[config.mk]
export PLATFORM = sky130hd
export DESIGN_NAME = uart_com1_flat
export DESIGN_NICKNAME = d
export VERILOG_FILES = /design/src/rtl/uart_com1_if.sv /design/src/rtl/uart_com1.sv /design/src/flat_wrapper.sv
export SDC_FILE = /design/constraint.sdc
export NUM_CORES = 1
export LEC_CHECK = 0
export ABC_AREA = 1
export CORE_ASPECT_RATIO = 0.5
export CORE_MARGIN = 1
export CORE_UTILIZATION = 38
export CTS_CLUSTER_SIZE = 10
export DETAILED_ROUTE_END_ITERATION = 6
export PLACE_DENSITY_LB_ADDON = 0.2
export SYNTH_ARGS = -nofsm -noshare
export SYNTH_HDL_FRONTEND = slang
export SYNTH_SLANG_ARGS = --single-unit
[constraint.sdc]
create_clock -name clk -period 4 [get_ports clk]
set_input_delay 0.8 -clock clk [delete_from_list [all_inputs] [get_ports clk]]
set_output_delay 0.8 -clock clk [all_outputs]
set_load 0.05 [all_outputs]
[src/rtl/uart_com1_if.sv]
// ---------------------------------------------------------------------------
// uart_com1_if
// CPU I/O bus bundle for the COM1 serial port.
//   addr  : CPU address (20 bits, decode uses [15:0])
//   wdata : CPU write data
//   wr    : one-cycle I/O write strobe
//   rd    : one-cycle I/O read strobe
//   sel   : read-data select back to the CPU data mux
//   rdata : register read data
// The CPU side uses the master modport, the UART uses the slave modport.
// ---------------------------------------------------------------------------
interface uart_com1_if;
    logic [19:0] addr;
    logic [7:0]  wdata;
    logic        wr;
    logic        rd;
    logic        sel;
    logic [7:0]  rdata;

    modport master (
        output addr, wdata, wr, rd,
        input  sel, rdata
    );

    modport slave (
        input  addr, wdata, wr, rd,
        output sel, rdata
    );
endinterface

[src/rtl/uart_com1.sv]
// ---------------------------------------------------------------------------
// uart_com1
// 8250-compatible COM1 serial port: fixed 8N1 framing, 16-entry RX FIFO,
// single TX holding register plus shifter, IRQ4 level output.
// Ports:
//   clk  : 10 MHz system clock
//   rst  : synchronous active-high reset
//   bus  : CPU I/O bus (slave), decodes BASE..BASE+7 on addr[15:0]
//   irq  : registered interrupt request to PIC IRQ4, active high
//   rx   : asynchronous serial input, idle high
//   tx   : registered serial output, idle high
// ---------------------------------------------------------------------------
module uart_com1 #(
    parameter logic [15:0] BASE       = 16'h03F8,
    parameter int          FIFO_DEPTH = 16,
    parameter int          PH_INC     = 1152,
    parameter int          PH_MOD     = 6250,
    parameter logic [15:0] DIV_RST    = 16'd12
) (
    input  logic         clk,
    input  logic         rst,
    uart_com1_if.slave   bus,
    output logic         irq,
    input  logic         rx,
    output logic         tx
);

    localparam int          PTR_W    = $clog2(FIFO_DEPTH);
    localparam int          CNT_W    = PTR_W + 1;
    localparam logic [15:0] PH_INC_W = 16'(PH_INC);
    localparam logic [15:0] PH_MOD_W = 16'(PH_MOD);

    localparam logic [2:0] TX_IDLE  = 3'd0;
    localparam logic [2:0] TX_WAIT  = 3'd1;
    localparam logic [2:0] TX_START = 3'd2;
    localparam logic [2:0] TX_DATA  = 3'd3;
    localparam logic [2:0] TX_STOP  = 3'd4;

    localparam logic [1:0] RX_IDLE  = 2'd0;
    localparam logic [1:0] RX_START = 2'd1;
    localparam logic [1:0] RX_DATA  = 2'd2;
    localparam logic [1:0] RX_STOP  = 2'd3;

    // A zero divisor means the full 16-bit range plus one (65536).
    function automatic logic [16:0] div_value(input logic [7:0] hi, input logic [7:0] lo);
        if ({hi, lo} == 16'h0000) begin
            div_value = 17'h10000;
        end else begin
            div_value = {1'b0, hi, lo};
        end
    endfunction

    // Interrupt identification in fixed priority order.
    function automatic logic [7:0] iir_calc(input logic [3:0] ier, input logic oe, input logic fe,
                                            input logic dr, input logic thri);
        if (ier[2] && (oe || fe)) begin
            iir_calc = 8'h06;
        end else if (ier[0] && dr) begin
            iir_calc = 8'h04;
        end else if (ier[1] && thri) begin
            iir_calc = 8'h02;
        end else begin
            iir_calc = 8'h01;
        end
    endfunction

    // ---------------- registers ----------------
    logic [15:0] ph_acc_r;
    logic [16:0] div_cnt_r;
    logic        tick16_r;
    logic [7:0]  dll_r, dlm_r, lcr_r;
    logic [3:0]  ier_r;
    logic [4:0]  mcr_r;
    logic [2:0]  tx_state_r;
    logic [7:0]  thr_r, tx_shift_r;
    logic        thre_r, thri_r, tx_r;
    logic [3:0]  tx_cnt_r;
    logic [2:0]  tx_bit_r;
    logic        rx_meta_r, rx_sync_r, rx_prev_r;
    logic [1:0]  rx_state_r;
    logic [3:0]  rx_cnt_r;
    logic [2:0]  rx_bit_r;
    logic [7:0]  rx_shift_r;
    logic        rx_push_r, rx_stop_bad_r;
    logic [7:0]  mem_r [FIFO_DEPTH];
    logic [PTR_W-1:0] wr_ptr_r, rd_ptr_r;
    logic [CNT_W-1:0] count_r;
    logic        oe_r, fe_r, irq_r;

    // ---------------- combinational ----------------
    logic [15:0] ph_sum_s;
    logic        ref_tick_s;
    logic        hit_s, rd_hit_s, wr_hit_s, dlab_s;
    logic [2:0]  off_s;
    logic        wr_thr_s, wr_dll_s, wr_dlm_s, wr_ier_s, wr_lcr_s, wr_mcr_s;
    logic        rd_rbr_s, rd_iir_s, rd_lsr_s;
    logic        tx_load_s, thre_set_s, ier_thri_s, iir_clr_s;
    logic        dr_s, temt_s, fifo_full_s, pop_s, push_ok_s;
    logic [7:0]  rbr_s, lsr_s, iir_s, rdata_s;
    logic        addr_unused_s;

    assign addr_unused_s = ^{bus.addr[19:16]};

    // Address decode and strobe qualification.
    always_comb begin
        hit_s    = (bus.addr[15:3] == BASE[15:3]);
        off_s    = bus.addr[2:0];
        dlab_s   = lcr_r[7];
        rd_hit_s = bus.rd & hit_s;
        wr_hit_s = bus.wr & hit_s;
        wr_thr_s = wr_hit_s & (off_s == 3'd0) & ~dlab_s;
        wr_dll_s = wr_hit_s & (off_s == 3'd0) & dlab_s;
        wr_ier_s = wr_hit_s & (off_s == 3'd1) & ~dlab_s;
        wr_dlm_s = wr_hit_s & (off_s == 3'd1) & dlab_s;
        wr_lcr_s = wr_hit_s & (off_s == 3'd3);
        wr_mcr_s = wr_hit_s & (off_s == 3'd4);
        rd_rbr_s = rd_hit_s & (off_s == 3'd0) & ~dlab_s;
        rd_iir_s = rd_hit_s & (off_s == 3'd2);
        rd_lsr_s = rd_hit_s & (off_s == 3'd5);
    end

    // Status, interrupt and FIFO handshake terms.
    always_comb begin
        dr_s        = (count_r != {CNT_W{1'b0}});
        temt_s      = thre_r & (tx_state_r == TX_IDLE);
        fifo_full_s = (count_r == CNT_W'(FIFO_DEPTH));
        pop_s       = rd_rbr_s & dr_s;
        push_ok_s   = rx_push_r & (~fifo_full_s | pop_s);
        // Shifter loads whenever it is idle and the holding register is full;
        // a THR write landing in the same cycle keeps THRE low for the new byte.
        tx_load_s   = (tx_state_r == TX_IDLE) & ~thre_r;
        thre_set_s  = tx_load_s & ~wr_thr_s;
        ier_thri_s  = wr_ier_s & bus.wdata[1] & ~ier_r[1] & thre_r;
        rbr_s       = dr_s ? mem_r[rd_ptr_r] : 8'h00;
        lsr_s       = {1'b0, temt_s, thre_r, 1'b0, fe_r, 1'b0, oe_r, dr_s};
        iir_s       = iir_calc(ier_r, oe_r, fe_r, dr_s, thri_r);
        iir_clr_s   = rd_iir_s & (iir_s == 8'h02);
    end

    // Register read mux, purely a function of the address.
    always_comb begin
        rdata_s = 8'h00;
        case (off_s)
            3'd0:    rdata_s = dlab_s ? dll_r : rbr_s;
            3'd1:    rdata_s = dlab_s ? dlm_r : {4'h0, ier_r};
            3'd2:    rdata_s = iir_s;
            3'd3:    rdata_s = lcr_r;
            3'd4:    rdata_s = {3'b000, mcr_r};
            3'd5:    rdata_s = lsr_s;
            3'd6:    rdata_s = 8'hB0;
            3'd7:    rdata_s = 8'h00;
            default: rdata_s = 8'h00;
        endcase
    end

    assign bus.sel   = rd_hit_s;
    assign bus.rdata = rdata_s;
    assign irq       = irq_r;
    assign tx        = tx_r;

    // Phase accumulator producing the 1.8432 MHz reference tick.
    always_comb begin
        ph_sum_s   = ph_acc_r + PH_INC_W;
        ref_tick_s = (ph_sum_s >= PH_MOD_W);
    end

    // Phase accumulator state.
    always_ff @(posedge clk) begin
        if (rst) begin
            ph_acc_r <= 16'h0000;
        end else if (ref_tick_s) begin
            ph_acc_r <= ph_sum_s - PH_MOD_W;
        end else begin
            ph_acc_r <= ph_sum_s;
        end
    end

    // Baud divisor counter; a divisor write restarts it with the new value.
    always_ff @(posedge clk) begin
        if (rst) begin
            div_cnt_r <= div_value(DIV_RST[15:8], DIV_RST[7:0]);
            tick16_r  <= 1'b0;
        end else if (wr_dll_s) begin
            div_cnt_r <= div_value(dlm_r, bus.wdata);
            tick16_r  <= 1'b0;
        end else if (wr_dlm_s) begin
            div_cnt_r <= div_value(bus.wdata, dll_r);
            tick16_r  <= 1'b0;
        end else if (ref_tick_s) begin
            if (div_cnt_r == 17'd1) begin
                div_cnt_r <= div_value(dlm_r, dll_r);
                tick16_r  <= 1'b1;
            end else begin
                div_cnt_r <= div_cnt_r - 17'd1;
                tick16_r  <= 1'b0;
            end
        end else begin
            tick16_r <= 1'b0;
        end
    end

    // CPU-writable control registers.
    always_ff @(posedge clk) begin
        if (rst) begin
            dll_r <= DIV_RST[7:0];
            dlm_r <= DIV_RST[15:8];
            ier_r <= 4'h0;
            lcr_r <= 8'h00;
            mcr_r <= 5'h00;
        end else begin
            if (wr_dll_s) dll_r <= bus.wdata;
            if (wr_dlm_s) dlm_r <= bus.wdata;
            if (wr_ier_s) ier_r <= bus.wdata[3:0];
            if (wr_lcr_s) lcr_r <= bus.wdata;
            if (wr_mcr_s) mcr_r <= bus.wdata[4:0];
        end
    end

    // Transmit holding register and THRE flag.
    always_ff @(posedge clk) begin
        if (rst) begin
            thr_r  <= 8'h00;
            thre_r <= 1'b1;
        end else if (wr_thr_s) begin
            thr_r  <= bus.wdata;
            thre_r <= 1'b0;
        end else if (tx_load_s) begin
            thre_r <= 1'b1;
        end
    end

    // Transmit FSM: load, align to tick16, then start/8 data/stop bits.
    always_ff @(posedge clk) begin
        if (rst) begin
            tx_state_r <= TX_IDLE;
            tx_shift_r <= 8'h00;
            tx_cnt_r   <= 4'd0;
            tx_bit_r   <= 3'd0;
            tx_r       <= 1'b1;
        end else begin
            case (tx_state_r)
                TX_IDLE: begin
                    tx_r <= 1'b1;
                    if (tx_load_s) begin
                        tx_shift_r <= thr_r;
                        tx_state_r <= TX_WAIT;
                    end
                end
                TX_WAIT: begin
                    if (tick16_r) begin
                        tx_r       <= 1'b0;
                        tx_cnt_r   <= 4'd0;
                        tx_state_r <= TX_START;
                    end
                end
                TX_START: begin
                    if (tick16_r) begin
                        if (tx_cnt_r == 4'd15) begin
                            tx_cnt_r   <= 4'd0;
                            tx_bit_r   <= 3'd0;
                            tx_r       <= tx_shift_r[0];
                            tx_state_r <= TX_DATA;
                        end else begin
                            tx_cnt_r <= tx_cnt_r + 4'd1;
                        end
                    end
                end
                TX_DATA: begin
                    if (tick16_r) begin
                        if (tx_cnt_r == 4'd15) begin
                            tx_cnt_r <= 4'd0;
                            if (tx_bit_r == 3'd7) begin
                                tx_r       <= 1'b1;
                                tx_state_r <= TX_STOP;
                            end else begin
                                tx_r       <= tx_shift_r[1];
                                tx_shift_r <= {1'b0, tx_shift_r[7:1]};
                                tx_bit_r   <= tx_bit_r + 3'd1;
                            end
                        end else begin
                            tx_cnt_r <= tx_cnt_r + 4'd1;
                        end
                    end
                end
                TX_STOP: begin
                    if (tick16_r) begin
                        if (tx_cnt_r == 4'd15) begin
                            tx_cnt_r   <= 4'd0;
                            tx_state_r <= TX_IDLE;
                        end else begin
                            tx_cnt_r <= tx_cnt_r + 4'd1;
                        end
                    end
                end
                default: begin
                    tx_state_r <= TX_IDLE;
                    tx_r       <= 1'b1;
                end
            endcase
        end
    end

    // Two-flop synchroniser plus edge history for the serial input.
    always_ff @(posedge clk) begin
        if (rst) begin
            rx_meta_r <= 1'b1;
            rx_sync_r <= 1'b1;
            rx_prev_r <= 1'b1;
        end else begin
            rx_meta_r <= rx;
            rx_sync_r <= rx_meta_r;
            rx_prev_r <= rx_sync_r;
        end
    end

    // Receive FSM: mid-start validation, then samples every 16 tick16s.
    always_ff @(posedge clk) begin
        if (rst) begin
            rx_state_r    <= RX_IDLE;
            rx_cnt_r      <= 4'd0;
            rx_bit_r      <= 3'd0;
            rx_shift_r    <= 8'h00;
            rx_push_r     <= 1'b0;
            rx_stop_bad_r <= 1'b0;
        end else begin
            rx_push_r <= 1'b0;
            case (rx_state_r)
                RX_IDLE: begin
                    if (rx_prev_r && !rx_sync_r) begin
                        rx_cnt_r   <= 4'd0;
                        rx_state_r <= RX_START;
                    end
                end
                RX_START: begin
                    if (tick16_r) begin
                        if (rx_cnt_r == 4'd7) begin
                            rx_cnt_r <= 4'd0;
                            rx_bit_r <= 3'd0;
                            // A line that is high again at mid-start was a glitch.
                            rx_state_r <= rx_sync_r ? RX_IDLE : RX_DATA;
                        end else begin
                            rx_cnt_r <= rx_cnt_r + 4'd1;
                        end
                    end
                end
                RX_DATA: begin
                    if (tick16_r) begin
                        if (rx_cnt_r == 4'd15) begin
                            rx_cnt_r   <= 4'd0;
                            rx_shift_r <= {rx_sync_r, rx_shift_r[7:1]};
                            if (rx_bit_r == 3'd7) begin
                                rx_state_r <= RX_STOP;
                            end else begin
                                rx_bit_r <= rx_bit_r + 3'd1;
                            end
                        end else begin
                            rx_cnt_r <= rx_cnt_r + 4'd1;
                        end
                    end
                end
                RX_STOP: begin
                    if (tick16_r) begin
                        if (rx_cnt_r == 4'd15) begin
                            rx_cnt_r      <= 4'd0;
                            rx_push_r     <= 1'b1;
                            rx_stop_bad_r <= ~rx_sync_r;
                            rx_state_r    <= RX_IDLE;
                        end else begin
                            rx_cnt_r <= rx_cnt_r + 4'd1;
                        end
                    end
                end
                default: begin
                    rx_state_r <= RX_IDLE;
                end
            endcase
        end
    end

    // RX FIFO storage; emptiness is tracked by the pointers, not the data.
    always_ff @(posedge clk) begin
        if (push_ok_s) begin
            mem_r[wr_ptr_r] <= rx_shift_r;
        end
    end

    // RX FIFO pointers and occupancy.
    always_ff @(posedge clk) begin
        if (rst) begin
            wr_ptr_r <= {PTR_W{1'b0}};
            rd_ptr_r <= {PTR_W{1'b0}};
            count_r  <= {CNT_W{1'b0}};
        end else begin
            if (push_ok_s) wr_ptr_r <= wr_ptr_r + {{(PTR_W-1){1'b0}}, 1'b1};
            if (pop_s)     rd_ptr_r <= rd_ptr_r + {{(PTR_W-1){1'b0}}, 1'b1};
            case ({push_ok_s, pop_s})
                2'b10:   count_r <= count_r + {{(CNT_W-1){1'b0}}, 1'b1};
                2'b01:   count_r <= count_r - {{(CNT_W-1){1'b0}}, 1'b1};
                default: count_r <= count_r;
            endcase
        end
    end

    // Line error flags: a new error wins over a same-cycle LSR read.
    always_ff @(posedge clk) begin
        if (rst) begin
            oe_r <= 1'b0;
            fe_r <= 1'b0;
        end else begin
            if (rx_push_r && !push_ok_s) begin
                oe_r <= 1'b1;
            end else if (rd_lsr_s) begin
                oe_r <= 1'b0;
            end
            if (rx_push_r && rx_stop_bad_r) begin
                fe_r <= 1'b1;
            end else if (rd_lsr_s) begin
                fe_r <= 1'b0;
            end
        end
    end

    // THR-empty interrupt latch.
    always_ff @(posedge clk) begin
        if (rst) begin
            thri_r <= 1'b0;
        end else if (thre_set_s || ier_thri_s) begin
            thri_r <= 1'b1;
        end else if (wr_thr_s || iir_clr_s) begin
            thri_r <= 1'b0;
        end
    end

    // Registered interrupt output gated by OUT2.
    always_ff @(posedge clk) begin
        if (rst) begin
            irq_r <= 1'b0;
        end else begin
            irq_r <= mcr_r[3] & ~iir_s[0];
        end
    end

endmodule

[src/flat_wrapper.sv]
// flat-port wrapper written by rule: the top's interface ports become plain ports
module uart_com1_flat 
#(
    parameter logic [15:0] BASE       = 16'h03F8,
    parameter int          FIFO_DEPTH = 16,
    parameter int          PH_INC     = 1152,
    parameter int          PH_MOD     = 6250,
    parameter logic [15:0] DIV_RST    = 16'd12
)
  (clk, rst, irq, rx, tx, bus_addr, bus_wdata, bus_wr, bus_rd, bus_sel, bus_rdata);
  uart_com1_if bus_i ();
  input  logic clk;
  input  logic rst;
  output logic irq;
  input  logic rx;
  output logic tx;
  input wire logic [$bits(bus_i.addr)-1:0] bus_addr;
  input wire logic [$bits(bus_i.wdata)-1:0] bus_wdata;
  input wire logic [$bits(bus_i.wr)-1:0] bus_wr;
  input wire logic [$bits(bus_i.rd)-1:0] bus_rd;
  output wire logic [$bits(bus_i.sel)-1:0] bus_sel;
  output wire logic [$bits(bus_i.rdata)-1:0] bus_rdata;
  assign bus_i.addr = bus_addr;
  assign bus_i.wdata = bus_wdata;
  assign bus_i.wr = bus_wr;
  assign bus_i.rd = bus_rd;
  assign bus_sel = bus_i.sel;
  assign bus_rdata = bus_i.rdata;
  uart_com1 #(.BASE(BASE), .FIFO_DEPTH(FIFO_DEPTH), .PH_INC(PH_INC), .PH_MOD(PH_MOD), .DIV_RST(DIV_RST)) u_core (.clk(clk), .rst(rst), .bus(bus_i), .irq(irq), .rx(rx), .tx(tx));
endmodule
-- Word level (Yosys, flattened, before mapping)
Memories as Yosys holds them, arrays and structs flattened. A register that Yosys moved wholly into a read port is not among the register bits.
Cells that the tools add are included.
- word-level logic and storage cells: 249
- output and inout port bits: 11
- input port bits: 33
- memories: 1
- RAM bits: 128
- register bits after elaboration: 134
- memory list (memory ; words ; bits a word ; rd ports ; clocked after memory_dff ; write ports ; line ; RTL):
    u_core.mem_r ; 16 ; 8 ; 1 ; 1 ; 1 ; uart_com1.sv:85 ; logic [7:0] mem_r [FIFO_DEPTH];
- add/sub/neg operators: 11
- bitwise operators: 36
- mux-type cells: 81
- magnitude comparators: 1
- equality and inequality tests: 46
- reductions and logical operators: 42
- operators with widths (cell ; number):
    $mux W17 ; 7
    $mux W8 ; 9
    $pmux W8 S8 ; 1
    $mux W3 ; 17
    $logic_not A16 Y1 ; 3
    $mux W4 ; 10
    $ne A2 B1 Y1 const B ; 19
    $and A1 B1 Y1 ; 24
    $eq A3 B3 Y1 const B ; 7
    $mux W2 ; 10
    $reduce_and A6 Y1 ; 3
    $reduce_bool A2 Y1 ; 9
    $eq A17 B1 Y1 const B ; 1
    $mux W1 ; 17
    $sub A17 B1 Y17 const B ; 1
    $add A16 B11 Y16 const B ; 1
    $add A4 B1 Y4 const B ; 4
    $ge A16 B13 Y1 const B ; 1
    $mux W16 ; 1
    $pmux W8 S2 ; 1
    $sub A16 B13 Y16 const B ; 1
    $pmux W3 S5 ; 1
    $eq A13 B7 Y1 const B ; 1
    $eq A3 B2 Y1 const B ; 4
    other kinds (33) ; 64

-- Longest topological paths before layout
Gate-level depths: netlist (run 1).
- word-level depth: 10
- depth in mapped cells: 17
- depth with buffers taken out: 17

-- Least setup slack after synthesis (run 1)
OpenSTA, ideal clock, no wires.
- kind: input port to output port
- from: input port bus_addr[1]
- to: output port bus_rdata[0]
- setup slack: 472 ps
- buffers on the path: 2
- stages on the path: 7
- arrival: 2728 ps
- cells stage by stage: nor2_1 inv_1 nor2_2 buf_2 inv_1 buf_2 o21ai_0
- word-level cells in the longest chain between the ends: 2
- elaborated cells between the ends (all ways): 9
- ends and longest elaborated chain (item ; line ; RTL):
    start: declaration ; flat_wrapper.sv:17 ; input wire logic [$bits(bus_i.addr)-1:0] bus_addr;
    $eq A3 B3 Y1 (tied with other cells) ; uart_com1.sv:143 ; case (off_s)
    $pmux W8 S8 * ; uart_com1.sv:143 ;
    end: declaration ; flat_wrapper.sv:22 ; output wire logic [$bits(bus_i.rdata)-1:0] bus_rdata;
Every way passes the cells marked *; elsewhere a longest branch is shown, timed or not.

==> impl_metrics.env, run 1 <==
export IMPL_hold_ws_ns=0.4127
export IMPL_start_util=0.3885
export IMPL_drcViolationCount=0
export IMPL_vias=10736
export IMPL_setup_ws_ns=0.2802
export IMPL_endpoint_kind="output pin"
export IMPL_clock_path_buffers=3
export IMPL_avgSynthCellArea_um2=7.949
export IMPL_antenna_left=0
export IMPL_skew_ns=0.01316
export IMPL_post_place_cells=2075
export IMPL_syn_nets=1677
export IMPL_die_area_um2=34760
export IMPL_leakage_nw=5.983
export IMPL_crit_slowest_cell="inv_2"
export IMPL_post_cts_setup_buffers=0
export IMPL_cts_sinks=265
export IMPL_path_cells="inv_2, o21ai_0, o21ai_0, nor2_1, o21ai_0, nand2_1, a21oi_1, buf_12"
export IMPL_synth_largest_area_cell="edfxtp_1"
export IMPL_max_cap_violations=0
export IMPL_fp_row_count=47
export IMPL_slew_viol_final=0
export IMPL_fin_crit_sh=0.9299
export IMPL_final_cells=2125
export IMPL_first_global_vias=9818
export IMPL_setup_tns_ns=0
export IMPL_power_density_nw_per_um2=467.6
export IMPL_place_gp_congestion=0.8689
export IMPL_post_place_ws_ns=0.5653
export IMPL_yosys_warnings=0
export IMPL_grt_antenna_before_repair=0
export IMPL_dr_pass1_iters=5
export IMPL_worstPathRequired_ns=3.20
export IMPL_io_pins=44
export IMPL_design_area_um2=14760
export IMPL_rsz0062_at_grt="false"
export IMPL_critical_path_class="flop to output pin"
export IMPL_worstSetupStartpointType="flop"
export IMPL_slowest_delay_ns=0.48
export IMPL_overflow=0
export IMPL_ctsRootBufferMaster="clkbuf_16"
export IMPL_die_h_um=132.3
export IMPL_nFillCells=3328
export IMPL_clk_latency_ns=0.57
export IMPL_synth_distinct_cells=46
export IMPL_ys_seq_area_frac=0.5102
export IMPL_wire_per_inst_um=15.85
export IMPL_synthArstFlopShare=0
export IMPL_critPathBufInv=2
export IMPL_holdBufCountCts=0
export IMPL_worst_slew_pin_slew_ns=0.8439
export IMPL_timing_fmax_mhz=268.8
export IMPL_worstPathArrival_ns=2.92
export IMPL_area_growth_pct=14.35
export IMPL_grt_pass1_wl_um=53070
export IMPL_cts_clk_slew_worst_paths_ns=0.06
export IMPL_synth_top_area_share=0.2978
export IMPL_max_vdd_ir_drop_mv=0.3095
export IMPL_max_slew_margin_rel=0.4366
export IMPL_grt_max_degree=72
export IMPL_cts_resized=0
export IMPL_synth_seq_cells=265
export IMPL_drive_gt1_frac=0.06354
export IMPL_grtUsageTotal=0.1923
export IMPL_core_area_um2=33230
export IMPL_hp_class="flop to flop"
export IMPL_hold_viol=0
export IMPL_dpl_instance_area_um2=13900
export IMPL_nets=1719
export IMPL_ys_flop_type="dfxtp_1"
export IMPL_dr_first_iter_drc_count=811
export IMPL_drt_total_wl_um=33670
export IMPL_cts_tree="built"
export IMPL_cpLargestDelayFamily="compound AO/OA/AOI/OAI gates"
export IMPL_diodes=0
export IMPL_status="finished, final reports clean"
export IMPL_netlist_top_cells_area="edfxtp_1 30%, dfxtp_1 21%, nand2_1 9.4%"
export IMPL_htree_levels=1
export IMPL_syn_inst=1624
export IMPL_cp_max_fo=37
export IMPL_viasPerCell=5.052
export IMPL_post_route_min_period_ns=3.720
export IMPL_die_w_um=262.7
export IMPL_cts_buffers=30
export IMPL_crit_top_cell="o21ai_0"
export IMPL_dp_hpwl_um=22700
export IMPL_synth_edf_count=128
export IMPL_syn_area_um2=12910
export IMPL_portBuffers=39
export IMPL_finalSetupViolCount=0
registers in the layout, summed over array words and instances (netlist names), 5 cells and up, named ones only:
name	cells
u_core.mem_r	128
u_core.ph_acc_r	15
u_core.count_r	5
u_core.tx_shift_r	8
u_core.dlm_r	8
u_core.div_cnt_r	17
u_core.dll_r	8
u_core.rx_shift_r	8
u_core.thr_r	8
u_core.lcr_r	8
u_core.mcr_r	5
where the power goes:
group | switching [mW] | internal [mW] | leakage (nW)
combinational | 0.884 | 0.470 | 3.12
sequential | 0.123 | 2.94 | 2.45
clock | 1.08 | 1.41 | 0.410
total | 2.08 | 4.82 | 5.98
cell type report:
cell class	count	area [um^2]	area share
Clock buffer	49	832.0	0.05637
Clock inverter	1	30.03	0.002034
Inverter	168	630.6	0.04272
Multi-Input combinational cell	1132	5415	0.3669
Sequential cell	265	6588	0.4463
Tap cell	441	551.8	0.03738
Timing Repair Buffer	69	713.2	0.04832
synthesized netlist by cell type (14+ instances only):
library cell and count:
a31oi_1 14, buf_2 14, o21ai_0 158, nand2_1 323, nor3_1 15, a21oi_1 95
nand3_1 92, nand4_1 16, edfxtp_1 128, nor2_1 293, o211ai_1 32, inv_1 164
clkbuf_1 36, ha_1 19, dfxtp_1 137
layout by cell type, fill, tap and decap left out, types with 10 or more instances in the layout:
cell             instances
inv_1                  163
clkbuf_16               30
buf_12                  10
edfxtp_1               128
o21ai_0                158
o211ai_1                32
clkbuf_1                18
nor2_1                 293
xor2_1                  11
nand2_1                323
a31oi_1                 14
nand3_1                 92
buf_4                   29
nand4_1                 16
clkdlybuf4s50_1         29
nor3_1                  15
a21oi_1                 95
dfxtp_1                136
ha_1                    19
routing by layer:
layer / global-route usage / wire length [um] / vias up
met4: 0.04412 / 624 / 0
li1: - / - / 5491
met5: 0 / 0 / -
met3: 0.03623 / 2024 / 41
met1: 0.2674 / 16020 / 4946
met2: 0.3103 / 15010 / 258
kinds of logic (layout without fill, tap and decap cells):
kind of cell             Yosys count  count (layout)  synth area share
buffers and inverters            227             287           0.07027
XOR/XNOR                          14              14           0.01008
AO/OA/AOI/OAI                    333             333            0.1447
adder cells (fa/ha/maj)           20              20           0.01997
flip-flops                       265             265            0.5102
AND/OR/NAND/NOR                  765             765            0.2447
per-stage QoR:
| step | total power, mW | utilization |
|---|---|---|
| after global routing | 7.329 | 0.4442 |
| after CTS | 6.978 | 0.4442 |
| final | 6.902 | 0.4442 |
| after floorplan | 4.247 | - |
| after global placement | 4.470 | 0.4183 |
| after detailed placement | 4.484 | 0.4183 |
worst paths after layout:
kind | cells after the start | to | from | slack [ns]
max | 8 | bus_rdata[2] | flop | 0.28
min | 1 | u_core.rx_sync_r | u_core.rx_meta_r | 0.41
max reg2reg | 14 | u_core.count_r[4] | u_core.lcr_r[7] | 1.12
min reg2reg | 1 | u_core.rx_sync_r | u_core.rx_meta_r | 0.41
worst reg2reg max path: stages, from the launching register on:
cell     delay [ns]
dfxtp_1        0.87
inv_1          0.25
nand2_1        0.22
inv_2          0.11
nand4_1        0.12
inv_1          0.11
fa_1           0.46
nand2_1        0.08
nand2_1        0.05
a21oi_1        0.17
nand2_1        0.07
nand2_1        0.08
nand3_1        0.06
nand2_1        0.06
nor2_1         0.04
Note: power is estimated with default switching activity, not from simulation.
==> run 2, diff against run 1 <==
==> constraint.sdc (replaced) <==
create_clock -name clk -period 4 [get_ports clk]
set_input_delay 0.8 -clock clk [delete_from_list [all_inputs] [get_ports clk]]
set_output_delay 0.8 -clock clk [all_outputs]
set_load 0.1 [all_outputs]
==> run 2 against run 1 <==
Compared with the run above:
- clock skew rose by 0.00095 ns
- global-route usage about the same
- setup slack worse by 0.11 ns
- wire length is 0.76% lower
- maximum frequency is 2.8% lower
- clock-buffer cell count increased by 1
- combinational power grew 4%
- worst hold slack got worse by 0.0027 ns
- sequential share of layout area hardly changed
- critical endpoint is now bus_rdata[7]
- highest routed layer unchanged
==> impl_metrics.env, run 2 (synthesis gave the netlist of run 1 again) <==
export IMPL_drcViolationCount=0
export IMPL_diodes=0
export IMPL_hold_ws_ns=0.4100
export IMPL_status="finished, final reports clean"
export IMPL_grtUsageTotal=0.1919
export IMPL_cpLargestDelayFamily="compound AO/OA/AOI/OAI gates"
export IMPL_dp_hpwl_um=22560
export IMPL_largest_register="u_core.mem_r"
export IMPL_met2_usage=0.3012
export IMPL_power_mw=6.948
export IMPL_layout_commonest_cell="nand2_1"
export IMPL_finalSetupViolCount=0
export IMPL_worstPathRequired_ns=3.20
export IMPL_fp_row_count=47
export IMPL_htree_levels=1
export IMPL_grt_met3_usage=0.03213
export IMPL_slowest_delay_ns=0.49
export IMPL_io_pins=44
export IMPL_max_cap_violations=0
export IMPL_cts_clk_slew_worst_paths_ns=0.06
export IMPL_max_slew_margin_rel=0.3394
export IMPL_endpoint_kind="output pin"
export IMPL_die_area_um2=34760
export IMPL_viasPerCell=5.024
export IMPL_grt_busiest_layer="met2"
export IMPL_leakage_nw=5.983
export IMPL_portBuffers=39
export IMPL_skew_ns=0.01411
export IMPL_largestRegisters="u_core.mem_r: 128 flops, u_core.div_cnt_r: 17 flops, u_core.ph_acc_r: 15 flops"
export IMPL_place_gp_congestion=0.8893
export IMPL_critPathBufInv=2
export IMPL_design_area_um2=14770
export IMPL_die_w_um=262.7
export IMPL_cts_buffers=30
export IMPL_dr_first_iter_drc_count=741
export IMPL_worst_slew_pin_slew_ns=0.9878
export IMPL_worstSetupStartpointType="flop"
export IMPL_area_growth_pct=14.42
export IMPL_drive_gt1_frac=0.06350
export IMPL_grt_antenna_before_repair=0
export IMPL_path_cells="inv_2, o21ai_0, o211ai_1, nand3_1, nand2_1, a21oi_1, o21ai_0, buf_12"
export IMPL_first_global_vias=9922
export IMPL_crit_slowest_cell="inv_2"
export IMPL_use_met1=0.2747
export IMPL_die_h_um=132.3
export IMPL_grt_pass1_wl_um=53390
export IMPL_core_area_um2=33230
export IMPL_slew_viol_final=0
export IMPL_cts_sinks=265
export IMPL_ctsRootBufferMaster="clkbuf_16"
export IMPL_post_route_min_period_ns=3.826
export IMPL_grt_max_degree=72
export IMPL_fin_crit_sh=0.9564
export IMPL_vias=10681
export IMPL_worstPathArrival_ns=3.03
export IMPL_post_cts_setup_buffers=0
export IMPL_timing_fmax_mhz=261.4
export IMPL_dpl_instance_area_um2=13910
export IMPL_power_density_nw_per_um2=470.4
export IMPL_clock_path_buffers=3
export IMPL_rsz0062_at_grt="false"
export IMPL_overflow=0
export IMPL_hold_viol=0
export IMPL_wire_per_inst_um=15.72
export IMPL_hp_class="flop to flop"
export IMPL_antenna_left=0
export IMPL_layout_common_cells="323 x nand2_1, 293 x nor2_1, 163 x inv_1"
export IMPL_critical_path_class="flop to output pin"
export IMPL_largest_register_ffs=128
export IMPL_drt_total_wl_um=33420
export IMPL_crit_top_cell="o21ai_0"
export IMPL_cp_max_fo=37
export IMPL_cts_tree="built"
export IMPL_cts_resized=0
export IMPL_max_vdd_ir_drop_mv=0.3445
export IMPL_clk_latency_ns=0.58
export IMPL_holdBufCountCts=0
export IMPL_start_util=0.3885
export IMPL_dr_pass1_iters=5
export IMPL_nets=1719
run 2: changes by cell type in the layout (fill, tap and decap cells not counted), sizes merged:
cell / change
clkbuf: +1
run 2: worst reg2reg max path: stages, from the launching register on:
cell     delay (ns)
dfxtp_1        0.60
buf_4          0.28
inv_1          0.12
nand2_1        0.16
inv_2          0.11
nand4_1        0.13
inv_1          0.12
fa_1           0.46
nand2_1        0.08
nand2_1        0.05
a21oi_1        0.16
nand2_1        0.07
nand2_1        0.09
nand3_1        0.06
nand2_1        0.06
nor2_1         0.05
run 2: layer usage:
metal,wire length (um),part of all wire,vias up
li1,-,-,5499
met1,16190,0.48,4899
met2,14640,0.44,233
met3,1827,0.055,50
met4,760,0.023,0
met5,0,0,-
run 2: where the power goes:
part           internal, mW  switching, mW
clock                  1.39           1.09
combinational         0.472          0.924
sequential             2.94          0.124
run 2: path summary, 6_finish.rpt:
kind                         start                end  slack (ns)  cells after the start
setup / recovery              flop       bus_rdata[7]        0.17                      8
hold / removal    u_core.rx_meta_r   u_core.rx_sync_r        0.41                      1
setup reg to reg   u_core.lcr_r[7]  u_core.count_r[4]        1.31                     15
hold reg to reg   u_core.rx_meta_r   u_core.rx_sync_r        0.41                      1
run 2: cell type report:
class | instances | area (um^2)
fillers | 3313 | 18460
flip-flops and latches | 265 | 6588
multi-input cells | 1132 | 5419
clock buffers | 50 | 825.8
repair buffers | 69 | 725.7
inverters | 168 | 630.6
well taps | 441 | 551.8
clock inverters | 1 | 30.03
run 2: per-stage QoR:
stage | worst slack, ns | cells | setup TNS (ns) | utilization
6_report | 0.1742 | 2126 | 0 | 0.4445
2_1_floorplan | -0.5451 | 1624 | -2.180 | -
3_5_place_dp | 0.4332 | 2075 | 0 | 0.4188
5_1_grt | 0.01702 | 2126 | 0 | 0.4445
3_3_place_gp | 0.4624 | 2075 | 0 | 0.4188
4_1_cts | 0.1741 | 2126 | 0 | 0.4445
